## config.mk

```make
export PLATFORM = sky130hd
export DESIGN_NAME = vehicle_presence_detector
export DESIGN_NICKNAME = d
export VERILOG_FILES = /design/src/rtl/traffic_pkg.sv /design/src/rtl/sync_2ff.sv /design/src/rtl/vehicle_presence_detector.sv
export SDC_FILE = /design/constraint.sdc
export NUM_CORES = 1
export LEC_CHECK = 0
export CAP_MARGIN = 20
export CELL_PAD_IN_SITES_DETAIL_PLACEMENT = 0
export CELL_PAD_IN_SITES_GLOBAL_PLACEMENT = 2
export CORE_UTILIZATION = 32
export CTS_CLUSTER_DIAMETER = 150
export DETAILED_ROUTE_END_ITERATION = 16
export HOLD_SLACK_MARGIN = 0.12
export PLACE_DENSITY = 0.81
export SETUP_SLACK_MARGIN = 0.3
export SYNTH_ARGS = -nofsm -noshare
export SYNTH_HDL_FRONTEND = slang
export SYNTH_HIERARCHICAL = 1
export SYNTH_SLANG_ARGS = --single-unit
```

## constraint.sdc

```tcl
create_clock -name clock -period 2.3 [get_ports clock]
set_input_delay 0.575 -clock clock [delete_from_list [all_inputs] [get_ports clock]]
set_output_delay 0.575 -clock clock [all_outputs]
set_load 0.02 [all_outputs]
```

## src/rtl/traffic_pkg.sv

```systemverilog
// Shared encodings for the country-road traffic slice: detector states,
// light codes and controller state codes used by traffic_controller_unit.
package traffic_pkg;

    typedef enum logic [2:0] {
        IDLE    = 3'd0,
        QUALIFY = 3'd1,
        PRESENT = 3'd2,
        HOLD    = 3'd3
    } det_state_t;

    typedef enum logic [1:0] {
        RED    = 2'd0,
        YELLOW = 2'd1,
        GREEN  = 2'd2
    } light_t;

    typedef enum logic [2:0] {
        S0 = 3'd0,
        S1 = 3'd1,
        S2 = 3'd2,
        S3 = 3'd3,
        S4 = 3'd4
    } ctrl_state_t;

    localparam int STUCK_W = 16;

endpackage

```

## src/rtl/sync_2ff.sv

```systemverilog
// Generic 1-bit two-flop synchronizer for asynchronous level inputs,
// cleared synchronously by the block-level clear.
module sync_2ff (
    input  logic clock,
    input  logic clear,
    input  logic i_d,
    output logic o_q
);

    logic r_meta;
    logic r_sync;

    always_ff @(posedge clock) begin
        if (clear) begin
            r_meta <= 1'b0;
            r_sync <= 1'b0;
        end else begin
            r_meta <= i_d;
            r_sync <= r_meta;
        end
    end

    assign o_q = r_sync;

endmodule

```

## src/rtl/vehicle_presence_detector.sv

```systemverilog
// Debounces the country-road loop detector into a clean vehicle level with
// gap bridging, arrival strobe/count and a sticky stuck-sensor flag.
module vehicle_presence_detector
    import traffic_pkg::*;
#(
    parameter int DEBOUNCE_CYCLES = 4,
    parameter int HOLD_CYCLES     = 8,
    parameter int CNT_W           = 8,
    parameter int STUCK_CYCLES    = 1000
) (
    input  logic             clock,
    input  logic             clear,
    input  logic             sensor_raw,
    input  logic             count_clear,
    output logic             vehicle,
    output logic             arrival_pulse,
    output logic [CNT_W-1:0] vehicle_count,
    output logic             stuck_fault
);

    localparam int QW = (DEBOUNCE_CYCLES < 2) ? 1 : $clog2(DEBOUNCE_CYCLES + 1);
    localparam int HW = (HOLD_CYCLES < 1) ? 1 : $clog2(HOLD_CYCLES + 1);
    localparam logic [QW-1:0]      QUAL_LAST   = QW'(DEBOUNCE_CYCLES - 1);
    localparam logic [HW-1:0]      HOLD_LAST   = HW'(HOLD_CYCLES);
    localparam logic [STUCK_W-1:0] STUCK_LIMIT = STUCK_W'(STUCK_CYCLES);
    localparam logic [STUCK_W-1:0] STUCK_MAX   = '1;
    localparam logic [CNT_W-1:0]   COUNT_MAX   = '1;

    det_state_t         r_state;
    det_state_t         w_nextState;
    logic [QW-1:0]      r_qualCnt;
    logic [QW-1:0]      w_qualNext;
    logic [HW-1:0]      r_holdCnt;
    logic [HW-1:0]      w_holdNext;
    logic [STUCK_W-1:0] r_stuckCnt;
    logic [STUCK_W-1:0] w_stuckNext;
    logic               r_vehicle;
    logic               r_arrival;
    logic [CNT_W-1:0]   r_count;
    logic               r_stuckFault;
    logic               w_sensor;
    logic               w_arrival;

    sync_2ff u_sync (
        .clock (clock),
        .clear (clear),
        .i_d   (sensor_raw),
        .o_q   (w_sensor)
    );

    always_comb begin
        w_nextState = r_state;
        w_qualNext  = r_qualCnt;
        w_holdNext  = r_holdCnt;
        case (r_state)
            IDLE: begin
                w_qualNext = '0;
                w_holdNext = '0;
                if (w_sensor) begin
                    if (DEBOUNCE_CYCLES == 1) begin
                        w_nextState = PRESENT;
                    end else begin
                        w_nextState = QUALIFY;
                        w_qualNext  = QW'(1);
                    end
                end
            end
            QUALIFY: begin
                if (!w_sensor) begin
                    w_nextState = IDLE;
                    w_qualNext  = '0;
                end else if (r_qualCnt == QUAL_LAST) begin
                    w_nextState = PRESENT;
                    w_qualNext  = '0;
                end else begin
                    w_qualNext = r_qualCnt + QW'(1);
                end
            end
            PRESENT: begin
                w_holdNext = '0;
                if (!w_sensor) begin
                    if (HOLD_CYCLES == 0) begin
                        w_nextState = IDLE;
                    end else begin
                        w_nextState = HOLD;
                        w_holdNext  = HW'(1);
                    end
                end
            end
            HOLD: begin
                // Sensor returning inside the hold window is the same vehicle.
                if (w_sensor) begin
                    w_nextState = PRESENT;
                    w_holdNext  = '0;
                end else if (r_holdCnt == HOLD_LAST) begin
                    w_nextState = IDLE;
                    w_holdNext  = '0;
                end else begin
                    w_holdNext = r_holdCnt + HW'(1);
                end
            end
            default: begin
                w_nextState = IDLE;
                w_qualNext  = '0;
                w_holdNext  = '0;
            end
        endcase
    end

    assign w_arrival = (w_nextState == PRESENT) &&
                       ((r_state == IDLE) || (r_state == QUALIFY));

    always_comb begin
        w_stuckNext = '0;
        if ((r_state == PRESENT) && (w_nextState == PRESENT)) begin
            w_stuckNext = (r_stuckCnt == STUCK_MAX) ? r_stuckCnt : r_stuckCnt + STUCK_W'(1);
        end
    end

    always_ff @(posedge clock) begin
        if (clear) begin
            r_state      <= IDLE;
            r_qualCnt    <= '0;
            r_holdCnt    <= '0;
            r_stuckCnt   <= '0;
            r_vehicle    <= 1'b0;
            r_arrival    <= 1'b0;
            r_count      <= '0;
            r_stuckFault <= 1'b0;
        end else begin
            r_state    <= w_nextState;
            r_qualCnt  <= w_qualNext;
            r_holdCnt  <= w_holdNext;
            r_stuckCnt <= w_stuckNext;
            r_vehicle  <= (w_nextState == PRESENT) || (w_nextState == HOLD);
            r_arrival  <= w_arrival;
            // A clear coinciding with an arrival still counts that arrival.
            if (count_clear) begin
                r_count <= w_arrival ? CNT_W'(1) : '0;
            end else if (w_arrival && (r_count != COUNT_MAX)) begin
                r_count <= r_count + CNT_W'(1);
            end
            if (w_stuckNext == STUCK_LIMIT) begin
                r_stuckFault <= 1'b1;
            end
        end
    end

    assign vehicle       = r_vehicle;
    assign arrival_pulse = r_arrival;
    assign vehicle_count = r_count;
    assign stuck_fault   = r_stuckFault;

endmodule

```

Yosys cells after proc, flatten, opt, wreduce, memory -nomap -nowiden
Index checks and enable logic that the tools add are counted.

word-level totals
  flip-flop bits (word level) = 39
  bits of input ports = 4
  output and inout port bits = 11
  word-level logic and storage cells = 52

cells by class
  add/subtract/negate cells = 4
  mux-type cells = 20
  equality and inequality tests = 10
  reductions and logical operators = 8

operator list
  cell                                                                     number
  16-bit two-way mux                                                       2
  3-bit two-way mux                                                        8
  16-bit by 1-bit adder with 16-bit output, second input constant          1
  16-bit by 10-bit equality test with 1-bit output, second input constant  1
  16-bit equality test, second input constant                              1
  8-bit two-way mux                                                        2
  3-bit by 2-bit equality test with 1-bit output, second input constant    5
  3-bit one-hot mux with 4 select lines                                    1
  4-bit one-hot mux with 3 select lines                                    1
  3-bit one-hot mux with 3 select lines                                    1
  8-bit by 1-bit adder with 8-bit output, second input constant            1
  4-bit two-way mux                                                        2
  8-bit inequality test, second input constant                             1
  4-bit by 1-bit adder with 4-bit output, second input constant            1
  4-bit equality test, second input constant                               1
  3-bit by 1-bit adder with 3-bit output, second input constant            1
  3-bit by 1-bit equality test with 1-bit output, second input constant    1
  1-bit logical AND                                                        3
  3-bit zero test                                                          1
  1-bit two-way mux                                                        3
  1-bit logical OR                                                         2
  2-bit nonzero test                                                       1
  2-bit OR reduction                                                       1

Logic depth before layout (Yosys ltp)
Gate-level depths: netlist of the first run.

  word-level depth = 9
  depth in mapped cells = 10
  depth with buffers taken out = 8

By module
The synthesis of the first run kept the hierarchy.

modules (own cells, without submodules)
  module                     times used  cells each  area an instance (µm²)  seq. area each (µm²)
  vehicle_presence_detector  1           232         1934.4                  740.7
  sync_2ff                   1           4           52.6                    40.0

Least setup slack after synthesis of the first run
No wires, ideal clock.

  path kind = register to register
  from = reg r_stuckCnt[0]
  to = reg r_stuckFault (netlist: stuck_fault)
  arrival time = 2.150 ns
  setup slack = 0.063 ns
  library setup time = 0.087 ns
  path buffers = 2
  clock period less this slack = 2.237 ns
  required time = 2.213 ns
  stages on the path, launching flop included = 10
  cells stage by stage = dfxtp_1 -> ha_1 -> and4_1 -> buf_4 -> and3_1 -> buf_4 -> nand2_4 -> or3_1 -> a2111o_1 -> o31ai_1

on the way
  cells in the longest elaborated chain, start to end = 4
  elaborated cells between the ends (all ways) = 5
  classes of those cells = 1 x add/sub; 2 x eq/ne; 2 x mux

RTL lines
  what                                                                                     line                              source
  start: declaration                                                                       vehicle_presence_detector.sv:35   logic [STUCK_W-1:0] r_stuckCnt;
  start signal: assignment                                                                 vehicle_presence_detector.sv:134  r_stuckCnt <= w_stuckNext;
  16-bit by 1-bit adder with 16-bit output / 16-bit equality test (equally long branches)  vehicle_presence_detector.sv:116  w_stuckNext = (r_stuckCnt == STUCK_MAX) ? r_stuckCnt : r_stuckCnt + STUCK_W'(1);
  16-bit two-way mux (*)                                                                   vehicle_presence_detector.sv:116
  16-bit two-way mux (*)                                                                   vehicle_presence_detector.sv:115  if ((r_state == PRESENT) && (w_nextState == PRESENT)) begin
  16-bit by 10-bit equality test with 1-bit output (*)                                     vehicle_presence_detector.sv:143  if (w_stuckNext == STUCK_LIMIT) begin
  end signal: assignment                                                                   vehicle_presence_detector.sv:129  r_stuckFault <= 1'b0;
  end signal: assignment                                                                   vehicle_presence_detector.sv:144  r_stuckFault <= 1'b1;
  end: declaration                                                                         vehicle_presence_detector.sv:40   logic r_stuckFault;

Every way passes the cells marked *; elsewhere a longest branch is shown, timed or not.
A chain may end at the register's enable or synchronous reset.

Worst setup path after layout of the first run
  from = reg r_stuckCnt[1]
  to = reg r_stuckCnt[9]

on the way
  cells in the longest elaborated chain, start to end = 3
  elaborated cells between the ends (all ways) = 4
  classes of those cells = 1 x add/sub; 1 x eq/ne; 2 x mux

RTL lines
  what                                                                                     line
  16-bit by 1-bit adder with 16-bit output / 16-bit equality test (equally long branches)  vehicle_presence_detector.sv:116
  16-bit two-way mux (*)                                                                   vehicle_presence_detector.sv:116
  16-bit two-way mux (*)                                                                   vehicle_presence_detector.sv:115

Marks and branches as above.

==> results.ini, run 1 <==
[global_route]
antenna_found_initial = 0
globalRouteMet2Util_pct = 23.47
grt_overflow = 0
busiest_layer = met2
track_usage_pct = 13.97
grt_pass1_wl_um = 7217
grt.met3_usage_pct = 3.371
grt_pass1_vias = 1635
grtUsageMet1_pct = 18.01
grt_max_degree = 17

[die]
die-area_sq_um = 6528
num_rows = 28
die_height_um = 80.80
pin_count = 15
coreArea_sq_um = 5956
start_util_pct = 33.36
die_w_um = 80.80

[yosys]
synth-async-reset-ratio_pct = 0
netlist_area_sq_um = 1987
synthesis.nets = 245
synth-seq-area-share_pct = 39.29
synth-edff-count = 0
synth_warnings = 6
ys_types = 45
synthFlopType = dfxtp_1
avgSynthCellArea_sq_um = 8.419
ys_seq_elements = 39
synth_cells = 236

[critical_path]
reg2reg_depth = 9
crit_buf_inv = 2
crit_top_cell = buf_4
cpLargestDelayFamily = simple AND/OR/NAND/NOR gates
cp-start-kind = register
slowest_delay_ns = 0.37
reg2reg_slack_ns = 0.33
crit_type = register to register
critical_path_arrival_ns = 2.15
cp.required_ns = 2.48
slowest_stage = dfxtp_4
cp_max_fo = 6
r2r-start = r_stuckCnt[1]
crit_path_end_kind = register
path_cells = ha_4 > and4_4 > and3_4 > buf_4 > a2111oi_1 > buf_4 > nand3_1 > xor2_1 > nor2_1
r2r-end = r_stuckCnt[9]

[layout]
drive_gt1_share_pct = 17.24
n_antenna_cell = 0
nets = 269
final_area_sq_um = 2447
syn2layout_area_growth_pct = 23.17

[hold_path]
hp-class = register to register
min_to = u_sync/o_q
hold_start = u_sync/r_meta
holdPathStages = 1

[drt]
drc = 0
first_pass_iters = 4
drt-total-wl_um = 4142
vias = 1690
wl_per_cell_um = 12.33
drtAntennaViolNets = 0
drt_iter0_drc = 33
avgViaCountPerCell = 5.030

[clock_network]
cts_tree = yes
cts_max_path_buffers = 2
clock_latency_ns = 0.29
cts_root_buffer = clkbuf_8
cts_max_level = 2
cts_buffers = 5
clkSinkCount = 39
path_clk_slew_ns = 0.08

[timing]
final-hold-violation-count = 0
fmax_ghz = 0.5088
finalCriticalPeriod_ns = 1.965
finClkSkew_ns = 0.01130
timing.hold.ws_ns = 0.4601
setup_viol = 0
drv_slew = 0
period_share_pct = 85.45
rsz0062_at_grt = true

[power]
power.leakage_nw = 0.8417
max-vdd-ir-drop_mv = 0.2261
powerDensity_nw_per_um2 = 524.5

[placed_design]
port_buffers = 14
place_area_sq_um = 2276
post-dp-hpwl_um = 2872
routabilityCongestion = 0.7616

[run_status]
status = complete, no violations

[job]
maxCapViolations = 0

cell type report:
type | instances | area, sq um
timing repair buffer | 32 | 275.3
clock buffer | 5 | 68.82
multi-input combinational | 176 | 1151
sequential | 39 | 792.0
tap | 75 | 93.84
inverter | 6 | 22.52
fill | 633 | 3508
clock inverter | 3 | 43.79
how the worst max path moves through the flow:
stage / from / to / slack (ns) / cells after the start
floorplan: r_stuckCnt[1] / stuck_fault / 0.22 / 9
global placement: clear / stuck_fault / 0.02 / 6
detailed placement: clear / stuck_fault / -0.04 / 6
CTS: r_stuckCnt[3] / stuck_fault / 0.31 / 6
global route: r_stuckCnt[1] / stuck_fault / 0.21 / 7
finish: r_stuckCnt[1] / r_stuckCnt[9] / 0.33 / 9
flip-flops by register name (all words and copies together), names as in the netlist:
register / flops
r_holdCnt: 4
vehicle: 1
vehicle_count: 8
r_state: 3
u_sync/r_meta: 1
arrival_pulse: 1
stuck_fault: 1
r_qualCnt: 3
u_sync/o_q: 1
r_stuckCnt: 16
cells in the mapped netlist, drive strengths merged (2+ instances only):
cell type / count / area, sq um
and4: 6 / 52.55
nand4: 6 / 37.54
dfxtp: 39 / 780.8
buf: 7 / 40.03
clkbuf: 8 / 30.03
nor3: 3 / 15.01
and2: 4 / 25.02
or3: 4 / 25.02
a2bb2oi: 2 / 17.52
nor2: 29 / 108.9
nand2: 13 / 56.30
nand3: 14 / 70.07
mux2i: 4 / 40.04
o21ai: 7 / 35.03
nor4b: 3 / 26.28
ha: 5 / 62.56
a21oi: 14 / 70.07
o31ai: 2 / 15.01
nor2b: 6 / 37.54
nand4bb: 2 / 22.52
xor2: 9 / 78.83
nand2b: 5 / 31.28
or2: 5 / 31.28
xnor2: 6 / 52.55
inv: 6 / 22.52
and3: 5 / 31.28
nor3b: 2 / 15.01
a31oi: 5 / 31.28
metrics by stage:
| stage | setup TNS (ns) | cells | util, % | setup slack, ns | total power [mW] |
|---|---|---|---|---|---|
| final | 0 | 336 | 41.09 | 0.3347 | 1.284 |
| after global routing | 0 | 336 | 41.09 | 0.2055 | 1.333 |
| after CTS | 0 | 336 | 40.92 | 0.3087 | 1.310 |
| after detailed placement | -0.04407 | 323 | 38.21 | -0.04407 | 0.7198 |
| after global placement | 0 | 323 | 38.21 | 0.01712 | 0.7198 |
| after floorplan | 0 | 236 | - | 0.2195 | 0.7056 |
metal layers:
layer / vias up / part of all wire, %
met5: - / 0
met4: 0 / 0.65
li1: 887 / -
met2: 21 / 45
met1: 778 / 51
met3: 4 / 2.9
what timing repair did:
action / 4_1_cts / 5_1_grt
hold buffers: 0 / 0
endpoints found under the hold margin: 0 / 0
gates resized for setup: 5 / 4
setup buffers: 5 / 0
endpoints found under the setup margin: 1 / 2
pin swaps: 2 / 1
placed cells by master (no fill, tap or decap), types with 3 or more instances in the layout:
| cell | n |
|---|---|
| or3_1 | 4 |
| nor3_1 | 3 |
| dfxtp_2 | 3 |
| xor2_1 | 9 |
| nor4b_1 | 3 |
| nand4_1 | 6 |
| nor2_1 | 28 |
| nor2b_1 | 6 |
| dfxtp_1 | 34 |
| nand2_1 | 12 |
| or2_2 | 5 |
| xnor2_1 | 6 |
| and3_1 | 4 |
| a21oi_1 | 14 |
| ha_1 | 4 |
| and4_1 | 5 |
| clkbuf_8 | 5 |
| inv_1 | 6 |
| o21ai_0 | 7 |
| nand3_1 | 14 |
| nand2b_1 | 5 |
| clkdlybuf4s50_1 | 14 |
| buf_4 | 18 |
| mux2i_1 | 4 |
| a31oi_1 | 5 |
| and2_1 | 4 |
where the power goes:
part | switching [mW] | internal (mW)
clock | 0.258 | 0.323
sequential | 0.00128 | 0.675
combinational | 0.0143 | 0.0118
total | 0.273 | 1.01
cell families (layout without fill, tap and decap cells):
group | Yosys count | in the layout | synth area share, %
fa+ha+maj | 5 | 5 | 3.149
compound gates | 41 | 41 | 13.35
buf+inv | 21 | 46 | 4.660
mux | 4 | 4 | 2.015
xor+xnor | 15 | 15 | 6.612
other cells | 1 | 1 | 0.1887
simple gates | 110 | 110 | 30.73
flops | 39 | 39 | 39.29
No activity file was read; power rests on OpenSTA's default activity.
==> run 2: changes to the inputs <==
--- a/config.mk
+++ b/config.mk
@@ -8,12 +8,14 @@
 export CAP_MARGIN = 20
 export CELL_PAD_IN_SITES_DETAIL_PLACEMENT = 0
 export CELL_PAD_IN_SITES_GLOBAL_PLACEMENT = 2
+export CORE_ASPECT_RATIO = 1.4
 export CORE_UTILIZATION = 32
 export CTS_CLUSTER_DIAMETER = 150
 export DETAILED_ROUTE_END_ITERATION = 16
 export HOLD_SLACK_MARGIN = 0.12
 export PLACE_DENSITY = 0.81
 export SETUP_SLACK_MARGIN = 0.3
+export SLEW_MARGIN = 20
 export SYNTH_ARGS = -nofsm -noshare
 export SYNTH_HDL_FRONTEND = slang
 export SYNTH_HIERARCHICAL = 1
==> run 2 against run 1 <==
Against the previous run:
- cell area up 0.77%
- clock skew down 0.0015 ns
- hold slack worse by 0.020 ns
- sequential share of layout area down 0.20 points
- clock power up 9.0%
- largest power group unchanged
- combinational power about the same
- critical path type unchanged
- non-clock buffer count down 1
- sequential power about the same
==> results.ini, run 2 (synthesized netlist as in run 1, its figures left out) <==
[run_status]
status = complete, no violations

[layout]
num-fill-cells = 630  ; -0.47%
layout_common_cells = 33 x dfxtp_1, 27 x nor2_1, 17 x buf_4, 14 x a21oi_1, 14 x nand3_1
largest_reg_flops = 16  ; unchanged
syn2layout_area_growth_pct = 24.12
regMostFlops = r_stuckCnt
drive_gt1_share_pct = 17.69  ; +0.45 points
final_common_cell = dfxtp_1
n_antenna_cell = 0  ; unchanged
nets = 268  ; -0.37%
multi_input_area_sq_um = 1162  ; +0.98%
seqCellArea_sq_um = 793.3  ; +0.16%

[die]
die_height_um = 95.24  ; +18%
num_rows = 33  ; +18%
coreArea_sq_um = 5904  ; -0.86%
start_util_pct = 33.65  ; +0.29 points
pin_count = 15  ; unchanged
die_w_um = 68.60  ; -15%
die-area_sq_um = 6533  ; about the same

[critical_path]
cp_max_fo = 6  ; unchanged
cp.required_ns = 2.50  ; +0.02 ns
cp-start-kind = register
crit_path_end_kind = register
critical_path_arrival_ns = 2.18  ; +0.03 ns
crit_type = register to register

[timing]
final-hold-violation-count = 0  ; unchanged
period_share_pct = 86.05  ; +0.60 points
setup_slack_ns = 0.3208  ; -0.01387 ns
rsz0062_at_grt = true
tns_ns = 0  ; unchanged
timing.hold.ws_ns = 0.4405  ; -0.01957 ns
fmax_ghz = 0.5053  ; -0.70%
finClkSkew_ns = 0.009840  ; -0.001463 ns
setup_viol = 0  ; unchanged
drv_slew = 0  ; unchanged
finalCriticalPeriod_ns = 1.979  ; +0.01387 ns

[placed_design]
post-dp-hpwl_um = 3207  ; +12%
routabilityCongestion = 0.8251  ; +8.3%
port_buffers = 14  ; unchanged
dpl_worst_slack_ns = -0.02995  ; +0.01412 ns

[clock_network]
cts_buffers = 5  ; unchanged
clkSinkCount = 39  ; unchanged
clock_latency_ns = 0.29  ; about the same
cts_max_path_buffers = 2  ; unchanged
cts_max_level = 2  ; unchanged
cts_tree = yes
path_clk_slew_ns = 0.07  ; about the same
cts_root_buffer = clkbuf_8

[drt]
first_pass_iters = 4  ; unchanged
drtAntennaViolNets = 0  ; unchanged
vias = 1742  ; +3.1%
avgViaCountPerCell = 5.279  ; +5.0%
drt_iter0_drc = 54  ; +64%
wl_per_cell_um = 13.58  ; +10%
drt-total-wl_um = 4480  ; +8.2%
drc = 0  ; unchanged

[job]
maxCapViolations = 0  ; unchanged

[power]
powerDensity_nw_per_um2 = 541.3  ; +3.2%
power.leakage_nw = 0.8806  ; +4.6%
finalPower_mw = 1.335  ; +4.0%
max-vdd-ir-drop_mv = 0.2899  ; +28%

[global_route]
grt_pass1_vias = 1672  ; +2.3%
grt_pass1_wl_um = 7410  ; +2.7%
antenna_found_initial = 0  ; unchanged
grt_overflow = 0  ; unchanged
track_usage_pct = 15.08  ; +1.1 points
grt_max_degree = 17  ; unchanged

[hold_path]
hp-class = register to register

run 2: cell types whose count changed in the layout (fill, tap and decap cells not counted), sizes merged:
cell	change
clkbuf	+2
clkinv	-2
dlymetal6s2s	+2
buf	-1
clkdlybuf4s50	-2
run 2: stage by stage:
step                instances  util (%)  instance area [sq um]
floorplan                 236         -                   2022
global placement          318     38.44                   2270
detailed placement        318     38.44                   2270
CTS                       329     41.20                   2432
global route              330     41.77                   2466
finish                    330     41.77                   2466
run 2: layout make-up:
class | count | area share [%]
Tap cell | 70 | 3.551
Sequential cell | 39 | 32.17
Clock buffer | 7 | 3.957
Timing Repair Buffer | 31 | 11.06
Inverter | 6 | 0.9132
Multi-Input combinational cell | 176 | 47.13
Clock inverter | 1 | 1.218
run 2: timing repair:
item | 4_1_cts | 5_1_grt
setup endpoints to repair | 1 | 5
resized for setup | 6 | 9
pin swaps | 3 | 0
setup buffers | 3 | 1
hold buffers | 0 | 0
run 2: critical path, cell delays in order, from the launching register on:
cell	delay, ns
dfxtp_4	0.38
ha_4	0.14
and4_4	0.24
and3_4	0.22
nand2_4	0.04
or3_1	0.30
a2111o_1	0.37
o31ai_1	0.20
run 2: final timing paths:
check	from	to	slack [ns]	cells after the start
worst max register to register	r_stuckCnt[1]	stuck_fault	0.32	7
worst max-delay path	r_stuckCnt[1]	stuck_fault	0.32	7
worst min-delay path	u_sync/r_meta	u_sync/o_q	0.44	1
worst min register to register	u_sync/r_meta	u_sync/o_q	0.44	1
run 2: report_power, final:
| part | total [mW] | internal (mW) | leakage (nW) | switching [mW] |
|---|---|---|---|---|
| logic | 0.0260 | 0.0118 | 0.498 | 0.0142 |
| registers | 0.676 | 0.675 | 0.319 | 0.00113 |
| clock network | 0.633 | 0.390 | 0.0636 | 0.242 |
run 2: layer usage:
metal  part of all wire [%]  up-vias  track usage, %  wire [um]
li1                       -      882               -          -
met1                     42      830           15.48       1876
met2                     54       21           28.59       2399
met3                    2.1        9           2.871         96
met4                    2.4        0           6.076        107
met5                      0        -               0          0
==> run 3: changes to the inputs <==
--- a/config.mk
+++ b/config.mk
@@ -9,11 +9,11 @@
 export CELL_PAD_IN_SITES_DETAIL_PLACEMENT = 0
 export CELL_PAD_IN_SITES_GLOBAL_PLACEMENT = 2
 export CORE_ASPECT_RATIO = 1.4
-export CORE_UTILIZATION = 32
+export CORE_UTILIZATION = 35
 export CTS_CLUSTER_DIAMETER = 150
 export DETAILED_ROUTE_END_ITERATION = 16
 export HOLD_SLACK_MARGIN = 0.12
-export PLACE_DENSITY = 0.81
+export PLACE_DENSITY = 0.84
 export SETUP_SLACK_MARGIN = 0.3
 export SLEW_MARGIN = 20
 export SYNTH_ARGS = -nofsm -noshare
==> constraint.sdc (replaced) <==
create_clock -name clock -period 1.9 [get_ports clock]
set_input_delay 0.475 -clock clock [delete_from_list [all_inputs] [get_ports clock]]
set_output_delay 0.475 -clock clock [all_outputs]
set_load 0.02 [all_outputs]
==> run 3 against run 2 <==
Against the previous run:
- the run now ends with setup timing left
- clock-buffer cell count fell by 1
- global-route usage rose by 1.8 points
- routed wire length rose by 11%
- power rose by 26%
- non-clock buffer count rose by 31
- critical path depth did not move
- worst setup slack got worse by 0.42 ns
- clock skew fell by 0.0075 ns
- cell count rose by 8.8%
- via count rose by 6.1%
- critical endpoint unchanged
- largest power group is now the clock network
==> results.ini, run 3 (synthesized netlist as in run 1, its figures left out) <==
[die]
die-area_sq_um = 5987  ; -8.4%
die_w_um = 65.68  ; -4.2%
num_rows = 32  ; -3.0%
start_util_pct = 36.22  ; +2.6 points
coreArea_sq_um = 5485  ; -7.1%
pin_count = 15  ; unchanged
die_height_um = 91.15  ; -4.3%

[clock_network]
cts_max_level = 2  ; unchanged
cts_root_buffer = clkbuf_8
clock_latency_ns = 0.29  ; about the same
cts_max_path_buffers = 2  ; unchanged
path_clk_slew_ns = 0.08  ; about the same
cts_buffers = 5  ; unchanged
cts_tree = yes
holdBufCountCts = 0  ; unchanged
clkSinkCount = 39  ; unchanged

[placed_design]
place_area_sq_um = 2457  ; +8.3%
dp_cells = 337  ; +6.0%
routabilityCongestion = 0.7546  ; -8.5%
post-dp-hpwl_um = 3258  ; +1.6%
port_buffers = 14  ; unchanged

[power]
cell_internal_pwr_mw = 1.357  ; +26%
power.leakage_nw = 1.063  ; +21%
power_frac_comb_pct = 2.0  ; about the same
max-vdd-ir-drop_mv = 0.4063  ; +40%
sequentialPowerShare_pct = 48.5  ; -2.2 points
power_switching_uw = 329.1  ; +28%
finalPower_mw = 1.686  ; +26%
power.share.clock_pct = 49.5  ; +2.1 points
powerDensity_nw_per_um2 = 581.0  ; +7.3%
switching_share_pct = 19.52  ; +0.21 points

[layout]
num-fill-cells = 520  ; -17%
largest_reg_flops = 16  ; unchanged
regMostFlops = r_stuckCnt
final_common_cell = buf_4
final_area_sq_um = 2902  ; +18%
nets = 299  ; +12%
layout_common_cells = 36 x buf_4, 30 x dfxtp_1, 26 x nor2_1, 12 x a21oi_1, 12 x nand3_1
syn2layout_area_growth_pct = 46.03
final-instance-count-excl-fill = 359  ; +8.8%
n_antenna_cell = 0  ; unchanged
drive_gt1_share_pct = 37.11  ; +19 points

[drt]
avgViaCountPerCell = 5.148  ; -2.5%
drt_iter0_drc = 83  ; +54%
drtAntennaViolNets = 0  ; unchanged
drc = 0  ; unchanged
drt-total-wl_um = 4958  ; +11%
wl_per_cell_um = 13.81  ; +1.7%
first_pass_iters = 4  ; unchanged
vias = 1848  ; +6.1%

[hold_path]
holdPathStages = 1  ; unchanged
hp-class = register to register

[critical_path]
cp_max_fo = 4  ; -2
critical_path_arrival_ns = 2.20  ; +0.02 ns
reg2reg_slack_ns = -0.1  ; -0.42 ns
crit_path_end_kind = register
cp.required_ns = 2.11  ; -0.39 ns
reg2reg_depth = 7  ; unchanged
crit_type = register to register
cp-start-kind = register

[timing]
drv_slew = 0  ; unchanged
rsz0062_at_grt = true
period_share_pct = 105.1  ; +19 points
final-hold-violation-count = 0  ; unchanged
fmax_ghz = 0.5007  ; -0.90%
finClkSkew_ns = 0.002336  ; -0.007504 ns
setup_slack_ns = -0.09726  ; -0.4181 ns
setup_viol = 1  ; +1
finalCriticalPeriod_ns = 1.997  ; +0.01807 ns

[job]
maxCapViolations = 0  ; unchanged

[run_status]
status = finished with violations
violations = setup timing

[global_route]
grt_pass1_wl_um = 7838  ; +5.8%
grt_max_degree = 17  ; unchanged
grt_overflow = 0  ; unchanged
antenna_found_initial = 0  ; unchanged
grt_pass1_vias = 1698  ; +1.6%
track_usage_pct = 16.87  ; +1.8 points

-- run 3: cell count changes in the layout (fill, tap and decap cells not counted), sizes merged --
cell,delta
dlymetal6s2s,-2
clkdlybuf4s15,+3
buf,+31
dlygate4sd2,+7
bufinv,+1
clkdlybuf4s50,-9
-- run 3: final timing paths --
path / start / to
setup / recovery: r_stuckCnt[1] / stuck_fault
hold / removal: u_sync/r_meta / u_sync/o_q
setup reg to reg: r_stuckCnt[1] / stuck_fault
hold reg to reg: u_sync/r_meta / u_sync/o_q
-- run 3: routing by layer --
layer  track usage [%]  vias to the layer above  part of all wire, %
li1                  -                      942                    -
met1             18.58                      880                   42
met2             30.95                       21                   55
met3             3.392                        5                  2.0
met4             5.435                        0                 0.93
met5                 0                        -                    0
-- run 3: cell type report --
cell class,instances,area (sq um),area share [%]
sequential,39,799.5,27.56
clock buffer,6,72.57,2.501
tap,68,85.08,2.932
timing repair buffer,62,535.5,18.46
multi-input combinational,176,1326,45.71
clock inverter,2,60.06,2.070
inverter,6,22.52,0.7762
-- run 3: through the flow --
stage | util, % | hold WS, ns | setup slack [ns] | TNS (ns)
after floorplan | - | 0.4138 | -0.1374 | -0.2275
after global placement | 44.80 | 0.4267 | -0.2778 | -0.2778
after detailed placement | 44.80 | 0.4285 | -0.2725 | -0.2725
after CTS | 50.14 | 0.4504 | -0.04775 | -0.04775
after global routing | 52.90 | 0.4649 | -0.1460 | -0.1460
final | 52.90 | 0.4449 | -0.09726 | -0.09726
-- run 3: power by group through the flow --
| stage | combinational [mW] | sequential (mW) | clock, mW |
|---|---|---|---|
| detailed placement | 0.0321 | 0.837 | 0 |
| global route | 0.0374 | 0.818 | 0.897 |
| CTS | 0.0338 | 0.817 | 0.853 |
| floorplan | 0.0145 | 0.837 | 0 |
| finish | 0.0342 | 0.817 | 0.834 |
| global placement | 0.0319 | 0.837 | 0 |
-- run 3: what timing repair did --
item / CTS / global route
setup endpoints to repair: 26 / 24
pin swaps: 12 / 13
buffers inserted: 7 / 7
resized for setup: 38 / 33
-- run 3: critical path, cell delays in order, from the launching register on --
cell,delay [ns]
dfxtp_2,0.36
ha_4,0.14
and4_4,0.23
a41oi_1,0.21
nor3b_1,0.30
nand4_1,0.13
a2111o_1,0.35
o31ai_1,0.19
